**config.mk**
```make
export PLATFORM = sky130hd
export DESIGN_NAME = hamming_512b_decoder_flat
export DESIGN_NICKNAME = d
export VERILOG_FILES = /design/src/rtl/hamming_512b_decoder_pkg.sv /design/src/rtl/hamming_512b_decoder_if.sv /design/src/rtl/hamming_512b_syndrome.sv /design/src/rtl/hamming_512b_decoder.sv /design/src/flat_wrapper.sv
export SDC_FILE = /design/constraint.sdc
export NUM_CORES = 2
export LEC_CHECK = 0
export CORE_AREA = 3 3 421 423
export CTS_CLUSTER_DIAMETER = 50
export DETAILED_ROUTE_END_ITERATION = 10
export DIE_AREA = 0 0 424 426
export GPL_ROUTABILITY_DRIVEN = 0
export PLACE_DENSITY = 0.41
export SYNTH_ARGS = -nofsm -noshare
export SYNTH_HDL_FRONTEND = slang
export SYNTH_SLANG_ARGS = --single-unit --ignore-timing --ignore-initial --compat-mode --unroll-limit 50000
```
**constraint.sdc**
```tcl
create_clock -name clk -period 3.88 [get_ports clk]
set_clock_uncertainty 0.1 [all_clocks]
set_input_delay 0.776 -clock clk [delete_from_list [all_inputs] [get_ports clk]]
set_output_delay 0.776 -clock clk [all_outputs]
set_load 0.005 [all_outputs]
```
**src/rtl/hamming_512b_decoder_pkg.sv**
```systemverilog
// Shared types, code geometry and position mapping for the 512-bit SECDED code.
// Used by the encoder, the decoder and any scrubber.
package defines;

  localparam int HAMMING_512B_PARITY_BITS = 10;
  localparam int HAMMING_512B_CODE_BITS   = 523;
  localparam int HAMMING_512B_DATA_BITS   = 512;

  typedef logic [HAMMING_512B_CODE_BITS-1:0]   hamming_512b_t;
  typedef logic [HAMMING_512B_PARITY_BITS-1:0] hamming_syndrome_t;
  typedef logic [HAMMING_512B_DATA_BITS-1:0]   cache_line_data_t;

  typedef enum logic [1:0] {
    ERR_NONE,
    ERR_CORRECTED,
    ERR_UNCORRECTABLE
  } err_class_e;

  // Hamming position (1-based) to data-bit index; -1 for parity positions.
  // Data index = pos - 1 - (number of powers of two below pos).
  function automatic int hamming_pos_to_data_idx(input int pos);
    int lg;
    lg = 0;
    if (pos < 1 || (pos & (pos - 1)) == 0) return -1;
    for (int k = 0; k < HAMMING_512B_PARITY_BITS; k++) begin
      if ((pos >> k) != 0) lg = k;
    end
    return pos - 2 - lg;
  endfunction

endpackage

```
**src/rtl/hamming_512b_decoder_if.sv**
```systemverilog
// Read-path bus of the SECDED decoder: codeword in, corrected line, flags and counters out.
interface hamming_512b_decoder_if
  import defines::*;
#(
  parameter int COUNT_WIDTH = 16
);

  logic                   in_valid;
  hamming_512b_t          coded_word;
  logic                   out_valid;
  cache_line_data_t       decoded_word;
  logic                   err_corrected;
  logic                   err_uncorrectable;
  hamming_syndrome_t      err_syndrome;
  logic                   count_clear;
  logic [COUNT_WIDTH-1:0] corrected_count;
  logic [COUNT_WIDTH-1:0] uncorrectable_count;

  modport master (
    output in_valid, coded_word, count_clear,
    input  out_valid, decoded_word, err_corrected, err_uncorrectable, err_syndrome,
           corrected_count, uncorrectable_count
  );

  modport slave (
    input  in_valid, coded_word, count_clear,
    output out_valid, decoded_word, err_corrected, err_uncorrectable, err_syndrome,
           corrected_count, uncorrectable_count
  );

endinterface

```
**src/rtl/hamming_512b_syndrome.sv**
```systemverilog
// Combinational syndrome and overall-parity generator for hamming_512b_t codewords.
module hamming_512b_syndrome
  import defines::*;
(
  input  hamming_512b_t     coded_word_i,
  output hamming_syndrome_t syndrome_o,
  output logic              parity_o
);

  // NOTE: combinational accumulators use blocking '=' and are cleared first so no latch is inferred.
  always_comb begin
    syndrome_o = '0;
    for (int i = 0; i < HAMMING_512B_CODE_BITS - 1; i++) begin
      if (coded_word_i[10'(i)]) syndrome_o ^= hamming_syndrome_t'(i + 1);
    end
  end

  assign parity_o = ^coded_word_i;

endmodule

```
**src/rtl/hamming_512b_decoder.sv**
```systemverilog
// Two-stage SECDED decoder for 512-bit cache lines with saturating error counters.
// Stage 1 registers word/syndrome/parity; stage 2 registers corrected data and flags.
module hamming_512b_decoder
  import defines::*;
#(
  parameter int COUNT_WIDTH = 16
) (
  input logic                   clk,
  input logic                   reset,
  hamming_512b_decoder_if.slave bus
);

  localparam hamming_syndrome_t LAST_POS = hamming_syndrome_t'(HAMMING_512B_CODE_BITS - 1);

  typedef logic [COUNT_WIDTH-1:0] count_t;

  hamming_syndrome_t s1_syn_d, s1_syn_q;
  logic              s1_par_d, s1_par_q;
  logic              s1_valid_q;
  hamming_512b_t     s1_word_q;

  err_class_e        err_class;
  hamming_512b_t     fixed_word;
  cache_line_data_t  data_d, data_q;
  logic              out_valid_q, corr_q, unc_q;
  hamming_syndrome_t syn_q;
  count_t            corr_cnt_d, corr_cnt_q, unc_cnt_d, unc_cnt_q;

  hamming_512b_syndrome u_syndrome (
    .coded_word_i (bus.coded_word),
    .syndrome_o   (s1_syn_d),
    .parity_o     (s1_par_d)
  );

  // NOTE: sequential state uses non-blocking '<=' so every flop samples pre-edge values.
  always_ff @(posedge clk or negedge reset) begin
    if (!reset) begin
      s1_valid_q <= 1'b0;
      s1_word_q  <= '0;
      s1_syn_q   <= '0;
      s1_par_q   <= 1'b0;
    end else begin
      s1_valid_q <= bus.in_valid;
      s1_word_q  <= bus.coded_word;
      s1_syn_q   <= s1_syn_d;
      s1_par_q   <= s1_par_d;
    end
  end

  always_comb begin
    err_class = ERR_NONE;
    if (s1_syn_q == '0) begin
      if (s1_par_q) err_class = ERR_CORRECTED;
    end else if (s1_par_q && s1_syn_q <= LAST_POS) begin
      err_class = ERR_CORRECTED;
    end else begin
      err_class = ERR_UNCORRECTABLE;
    end
  end

  // A zero syndrome matches no position, so overall-parity errors leave the word untouched.
  always_comb begin
    fixed_word = s1_word_q;
    for (int i = 0; i < HAMMING_512B_CODE_BITS - 1; i++) begin
      fixed_word[10'(i)] = s1_word_q[10'(i)] ^
                           ((err_class == ERR_CORRECTED) && (s1_syn_q == hamming_syndrome_t'(i + 1)));
    end
  end

  always_comb begin
    data_d = '0;
    for (int pos = 1; pos < HAMMING_512B_CODE_BITS; pos++) begin
      if (hamming_pos_to_data_idx(pos) >= 0) begin
        data_d[9'(hamming_pos_to_data_idx(pos))] = fixed_word[10'(pos - 1)];
      end
    end
  end

  always_ff @(posedge clk or negedge reset) begin
    if (!reset) begin
      out_valid_q <= 1'b0;
      corr_q      <= 1'b0;
      unc_q       <= 1'b0;
      data_q      <= '0;
      syn_q       <= '0;
    end else begin
      out_valid_q <= s1_valid_q;
      corr_q      <= s1_valid_q && (err_class == ERR_CORRECTED);
      unc_q       <= s1_valid_q && (err_class == ERR_UNCORRECTABLE);
      if (s1_valid_q) begin
        data_q <= data_d;
        syn_q  <= s1_syn_q;
      end
    end
  end

  // Clear has priority over a same-cycle increment; counts hold at all-ones.
  always_comb begin
    corr_cnt_d = corr_cnt_q;
    unc_cnt_d  = unc_cnt_q;
    if (bus.count_clear) begin
      corr_cnt_d = '0;
      unc_cnt_d  = '0;
    end else begin
      if (out_valid_q && corr_q && corr_cnt_q != '1) corr_cnt_d = corr_cnt_q + 1'b1;
      if (out_valid_q && unc_q && unc_cnt_q != '1)   unc_cnt_d  = unc_cnt_q + 1'b1;
    end
  end

  always_ff @(posedge clk or negedge reset) begin
    if (!reset) begin
      corr_cnt_q <= '0;
      unc_cnt_q  <= '0;
    end else begin
      corr_cnt_q <= corr_cnt_d;
      unc_cnt_q  <= unc_cnt_d;
    end
  end

  assign bus.out_valid           = out_valid_q;
  assign bus.decoded_word        = data_q;
  assign bus.err_corrected       = corr_q;
  assign bus.err_uncorrectable   = unc_q;
  assign bus.err_syndrome        = syn_q;
  assign bus.corrected_count     = corr_cnt_q;
  assign bus.uncorrectable_count = unc_cnt_q;

endmodule

```
**src/flat_wrapper.sv**
```systemverilog
// flat-port wrapper written by rule: the top's interface ports become plain ports
module hamming_512b_decoder_flat import defines::*;
#(
  parameter int COUNT_WIDTH = 16
)
  (clk, reset, bus_in_valid, bus_coded_word, bus_count_clear, bus_out_valid, bus_decoded_word, bus_err_corrected, bus_err_uncorrectable, bus_err_syndrome, bus_corrected_count, bus_uncorrectable_count);
  hamming_512b_decoder_if #(.COUNT_WIDTH(COUNT_WIDTH)) bus_i ();
  input logic clk;
  input logic reset;
  input wire logic [$bits(bus_i.in_valid)-1:0] bus_in_valid;
  input wire logic [$bits(bus_i.coded_word)-1:0] bus_coded_word;
  input wire logic [$bits(bus_i.count_clear)-1:0] bus_count_clear;
  output wire logic [$bits(bus_i.out_valid)-1:0] bus_out_valid;
  output wire logic [$bits(bus_i.decoded_word)-1:0] bus_decoded_word;
  output wire logic [$bits(bus_i.err_corrected)-1:0] bus_err_corrected;
  output wire logic [$bits(bus_i.err_uncorrectable)-1:0] bus_err_uncorrectable;
  output wire logic [$bits(bus_i.err_syndrome)-1:0] bus_err_syndrome;
  output wire logic [$bits(bus_i.corrected_count)-1:0] bus_corrected_count;
  output wire logic [$bits(bus_i.uncorrectable_count)-1:0] bus_uncorrectable_count;
  assign bus_i.in_valid = bus_in_valid;
  assign bus_i.coded_word = bus_coded_word;
  assign bus_i.count_clear = bus_count_clear;
  assign bus_out_valid = bus_i.out_valid;
  assign bus_decoded_word = bus_i.decoded_word;
  assign bus_err_corrected = bus_i.err_corrected;
  assign bus_err_uncorrectable = bus_i.err_uncorrectable;
  assign bus_err_syndrome = bus_i.err_syndrome;
  assign bus_corrected_count = bus_i.corrected_count;
  assign bus_uncorrectable_count = bus_i.uncorrectable_count;
  hamming_512b_decoder #(.COUNT_WIDTH(COUNT_WIDTH)) u_core (.clk(clk), .reset(reset), .bus(bus_i));
endmodule
```
Word-level counts from Yosys, hierarchy flattened
Cells that the tools add are included.
Storage, ports and cells
  bits in registers: 578
  bits in latches: 0
  bits in writable memories: 0
  bits in read-only memories: 0
  input bits: 527
  word-level logic and storage cells: 1827
  memories kept: 0
Cells by class
  add/sub/neg operators: 2
  $mul: 0
  divide/modulo/power cells: 0
  magnitude comparators: 1
  equality and inequality tests: 260
  shifts and indexed selects: 0
  multiplexer cells: 519
  bitwise operators: 767
  reduce and logical (&&, ||, !) cells: 267
Operators by type and width (number)
  $mux 9: 256
  $eq 10x8->1 const B: 127
  $mux 8: 128
  $eq 10x7->1 const B: 63
  $not 5->5: 126
  $reduce_xor 523->1: 1
  $not 4->4: 126
  $not 6->6: 84
  $mux 7: 64
  $eq 10x6->1 const B: 31
  $logic_and 1x1->1: 263
  $xor 1x1->1: 256
  $not 3->3: 84
  $not 7->7: 36
  $mux 6: 32
  $eq 10x5->1 const B: 15
  $eq 10x9->1 const B: 9
  $mux 5: 16
  $not 2->2: 36
  $not 8->8: 9
  $eq 10x4->1 const B: 7
  $mux 16: 4
  $add 16x1->16 const B: 2
  $mux 4: 8
  14 further kinds: 33

Longest topological paths before layout
  word-level depth: 1014
  mapped depth: 11
  gate-level depth less buffers: 7

Hierarchy
From an unflattened synthesis, not the netlist that was laid out.
Second synthesis, totals
  cell total of the unflattened synthesis: 3247
  area, all modules: 34334.2 sq um
Modules (own cells, without submodules)
  hamming_512b_decoder: instances 1, cells each 2237, area an instance 24424.7 sq um, sequential area each 14238.7 sq um
  hamming_512b_syndrome: instances 1, cells each 1010, area an instance 9909.5 sq um, sequential area each 0.0 sq um

Worst setup path after synthesis
Ideal clock, no wire load.
  path kind: in2reg
  start point: input port bus_coded_word[247]
  end point: register u_core.s1_par_q
  setup time: 136 ps
  arrival time: 3106 ps
  data required time: 3644 ps
  slack: 539 ps
  stages: 7
  buffers on the path: 0
  cell sequence: xnor3_2 xnor2_2 xnor3_2 xnor3_2 xnor2_2 xnor3_1 xor3_1
On the way
  cells in the longest elaborated chain, start to end: 1
Ends and longest elaborated chain
  start, declared: line flat_wrapper.sv:11  | input wire logic [$bits(bus_i.coded_word)-1:0] bus_coded_word;
  $reduce_xor 523->1: line hamming_512b_syndrome.sv:18  | assign parity_o = ^coded_word_i;
  via u_core.s1_par_d: line hamming_512b_decoder.sv:18  | logic s1_par_d, s1_par_q;
  end signal, assigned: line hamming_512b_decoder.sv:46  | s1_par_q <= s1_par_d;
  end, declared: line hamming_512b_decoder.sv:18
The timed path passes the listed nets, and every way through them passes these cells.
A chain may end at the register's enable or synchronous reset.

Worst setup path in the final report
  start point: input port bus_coded_word[210]
  end point: register u_core.s1_par_q
Same word-level chain as after synthesis.

==> results by group <==
Pwr
  – Leakage: 21.7 nW
  – Switch Pwr: 11.1 mW
  – Clk pwr share: 28.1%
  – Internal power: 21.7 mW
  – Comb power frac: 50.6%
  – Worst VDD drop: 0.000997 V
  – Seq pwr share: 21.3%
  – Power density over the cells: 627 nW/um^2
  – Sw frac: 33.9%

Yosys
  – Ys async rst share: 100%
  – Register area share after synthesis: 42.3%
  – Cell taking the most area after synthesis: dfrtp_1
  – Synthesized area: 33700 um^2
  – Avg Inst Size Synth: 10.8 um^2
  – Top-area cell type share of the netlist area: 42.3%
  – Synth Instances: 3117
  – EDFF count, synth: 0
  – YS warnings: 0
  – Synthesized flop and latch total: 569
  – Ys flop type: dfrtp_1
  – Post-synth cell types: 42
  – Ranking of synthesized cells by area: dfrtp_1, xnor2_1, xnor3_1

Worst hold path
  – Hold worst-path end: u_core.bus.err_syndrome[7]
  – Hold Path Origin: u_core.bus.err_syndrome[7]
  – Hold crit path type: reg2reg
  – WHS Path Cells: 1

GRT
  – Grt ovf: 0
  – First-pass GRT wire length: 260000 um
  – Largest net degree at the start of global routing: 132
  – GRT Total Usage: 21.8%
  – Number of global-route vias before repair: 27700
  – Antenna violations before repair: 23

STA
  – Final hold slack: 0.406 ns
  – Unrepaired setup endpoints after global routing: no
  – Worst Max-Slew Pin Slew: 0.909 ns
  – Worst rel slew slack: 38.8%
  – Hold Fails Final Rpt: 0
  – Highest Clock Rate: 0.269 GHz
  – Slew Limit Fails: 0
  – Setup TNS: 0 ns
  – Share of the cycle needed by the critical path after routing: 95.9%
  – # setup viols final: 0
  – Crit path time final: 3.72 ns

Worst setup path
  – Most frequent CP cell: xnor3_1
  – Worst reg2reg path depth: 9
  – Worst EP arrival: 4.20 ns
  – Slowest CP cell: xnor3_1
  – Worst path max stage delay: 0.51 ns
  – Reg2reg end: u_core.bus.decoded_word[205]
  – Max Fanout on Critical Path: 2
  – Startpoint class of the critical path: input pin
  – WP data required: 4.36 ns
  – Worst path cell trace: clkdlybuf4s50_1 > xnor2_1 > buf_4 > xnor3_1 > xnor2_1 > xnor3_1 > xnor3_1 > xnor3_1 > xor3_1
  – Reg2reg start: u_core.s1_syn_q[7]
  – FF-to-FF setup slack: 0.42 ns
  – Crit. End Element: flip-flop
  – WS Path Type: in2reg

Floorplanning
  – Initial Util: 19.4%
  – Die height: 426 um
  – Io pins: 1084
  – Standard-cell rows: 153
  – Die area: 181000 um^2
  – Core ar.: 174000 um^2
  – Die width: 424 um

Finish
  – Area growth syn-to-layout: 55.2%
  – Nets: 5103
  – Share of layout cells above drive strength 1: 17.8%

Clock network
  – Clk slew on worst S/H paths: 0.05 ns
  – Root Driver: clkbuf_16
  – Clock Sinks: 569
  – CTS Buffer Depth: 3
  – Inserted Clock Buffers: 97
  – TritonCTS clock tree: built
  – H-tree Lvls: 3
  – Clock Latency Late Sink: 0.72 ns

Outcome
  – Status: complete, no violations

Drt
  – Vias per cell: 3.83
  – DRC viols: 0
  – 1st-pass router iterations: 5
  – Vias: 26700
  – Final WL: 203000 um
  – Final ANT Viol Nets: 0
  – WL/cell: 29.1 um
  – Starting DRT DRC Count: 1680

Flow run
  – Max Cap Viol: 0

Placed design
  – Detailed placer's ending HPWL: 170000 um
  – Port-buffer cells: 827
-- layout make-up --
type / count / area (um^2)
antenna: 8 / 20.0
clock buffer: 115 / 2580
clock inverter: 55 / 850
fill: 18100 / 122000
inverter: 4 / 15.0
multi-input combinational: 2443 / 18100
sequential: 569 / 14200
tap: 2325 / 2910
timing repair buffer: 1459 / 13500
-- critical path: cells and delay by family --
kind / cells / cell delay [ns]
xor gates and xnor gates: 7 / 2.73
buffers and inverters: 2 / 0.68
-- registers in the layout (all words and copies together) (netlist names) --
register and cells:
u_core.s1_valid_q 1, u_core.s1_par_q 1, u_core.bus.out_valid 1, u_core.s1_word_q 256
u_core.bus.err_syndrome 10, u_core.bus.err_corrected 1, u_core.bus.uncorrectable_count 16, u_core.s1_syn_q 10
u_core.bus.decoded_word 256, u_core.bus.corrected_count 16, u_core.bus.err_uncorrectable 1
-- per-layer routing --
metal	track usage, %	wire (um)
met2	41.1	108000
met5	0	41
met1	25.2	79600
met3	3.01	7940
met4	6.84	7000
-- logic make-up (layout without fill, tap and decap cells) --
logic type                 Yosys count  after routing  synth area share [%]
adders and majority gates            2              2                0.0743
other                                1            264                0.0111
and+or+nand+nor                    679            679                  8.15
muxes                               12             12                 0.394
xor gates and xnor gates          1230           1230                  38.2
buffers and inverters              360           1633                  6.92
AOI/OAI and AO/OA                  264            264                  3.99
DFF                                569            569                  42.3
-- layout by cell type (no fill, tap or decap), drive strengths merged, types with 6 or more instances in the layout --
cell type	instances
nand3	18
nor3	18
nor2	395
nand4	11
mux2	10
xor2	293
xnor3	140
nor2b	8
inv	18
or3	6
xor3	7
conb	256
nand2	200
a21oi	257
nand2b	6
bufinv	14
diode	8
xnor2	790
clkbuf	115
clkinv	20
buf	632
clkdlybuf4s50	826
dfrtp	569
clkinvlp	7
-- through the flow --
step / util (%) / worst slack, ns / cell area [um^2] / std cells / total power, mW
finish: 30.1 / 0.158 / 52300 / 6978 / 32.8
global route: 30.1 / 0.0442 / 52300 / 6973 / 34.0
CTS: 30.1 / 0.0265 / 52200 / 6970 / 33.2
detailed placement: 28.1 / -0.723 / 48800 / 6799 / 23.7
global placement: 28.1 / -0.700 / 48800 / 6799 / 23.7
floorplan: - / 0.539 / 34600 / 3372 / 16.6
-- repair_timing --
| action | 4_1_cts | 5_1_grt |
|---|---|---|
| hold endpoints to repair | 35 | 0 |
| gates resized for setup | 0 | 1 |
| setup endpoints to repair | 0 | 1 |
| buffers inserted | 0 | 0 |
| hold buffers | 1 | 0 |
-- power by group through the flow --
stage,sequential (mW),combinational (mW),clock (mW)
floorplan,7.00,9.55,0
global placement,7.07,16.6,0
detailed placement,7.07,16.6,0
CTS,6.98,16.8,9.43
global route,7.02,17.4,9.66
finish,6.97,16.6,9.21
-- cell usage after synthesis (2+ instances only) --
| library cell | count |
|---|---|
| dfrtp_1 | 569 |
| buf_2 | 14 |
| nand4_1 | 11 |
| nand2_1 | 200 |
| nand3_1 | 18 |
| inv_1 | 4 |
| nand2b_1 | 6 |
| clkbuf_1 | 85 |
| nor3_1 | 15 |
| mux2i_1 | 2 |
| xnor3_2 | 4 |
| nor2_1 | 395 |
| and4_1 | 4 |
| a21oi_1 | 257 |
| xnor2_1 | 785 |
| mux2_2 | 10 |
| xnor2_2 | 4 |
| xor3_1 | 7 |
| ha_1 | 2 |
| nor2b_1 | 8 |
| and2_1 | 4 |
| xor2_1 | 292 |
| and3_1 | 3 |
| nor4_1 | 3 |
| buf_4 | 256 |
| nor3_2 | 3 |
| xnor3_1 | 136 |
| or3_1 | 6 |
-- worst max path at each step --
stage                     cells after the start                 from  slack (ns)              end
after floorplan                               7  bus_coded_word[247]        0.54  u_core.s1_par_q
after global placement                        9  bus_coded_word[183]       -0.70  u_core.s1_par_q
after detailed placement                      9  bus_coded_word[183]       -0.72  u_core.s1_par_q
after CTS                                     9  bus_coded_word[183]        0.03  u_core.s1_par_q
after global routing                          9  bus_coded_word[210]        0.04  u_core.s1_par_q
final                                         9  bus_coded_word[210]        0.16  u_core.s1_par_q
(Power assumes the default switching activity.)
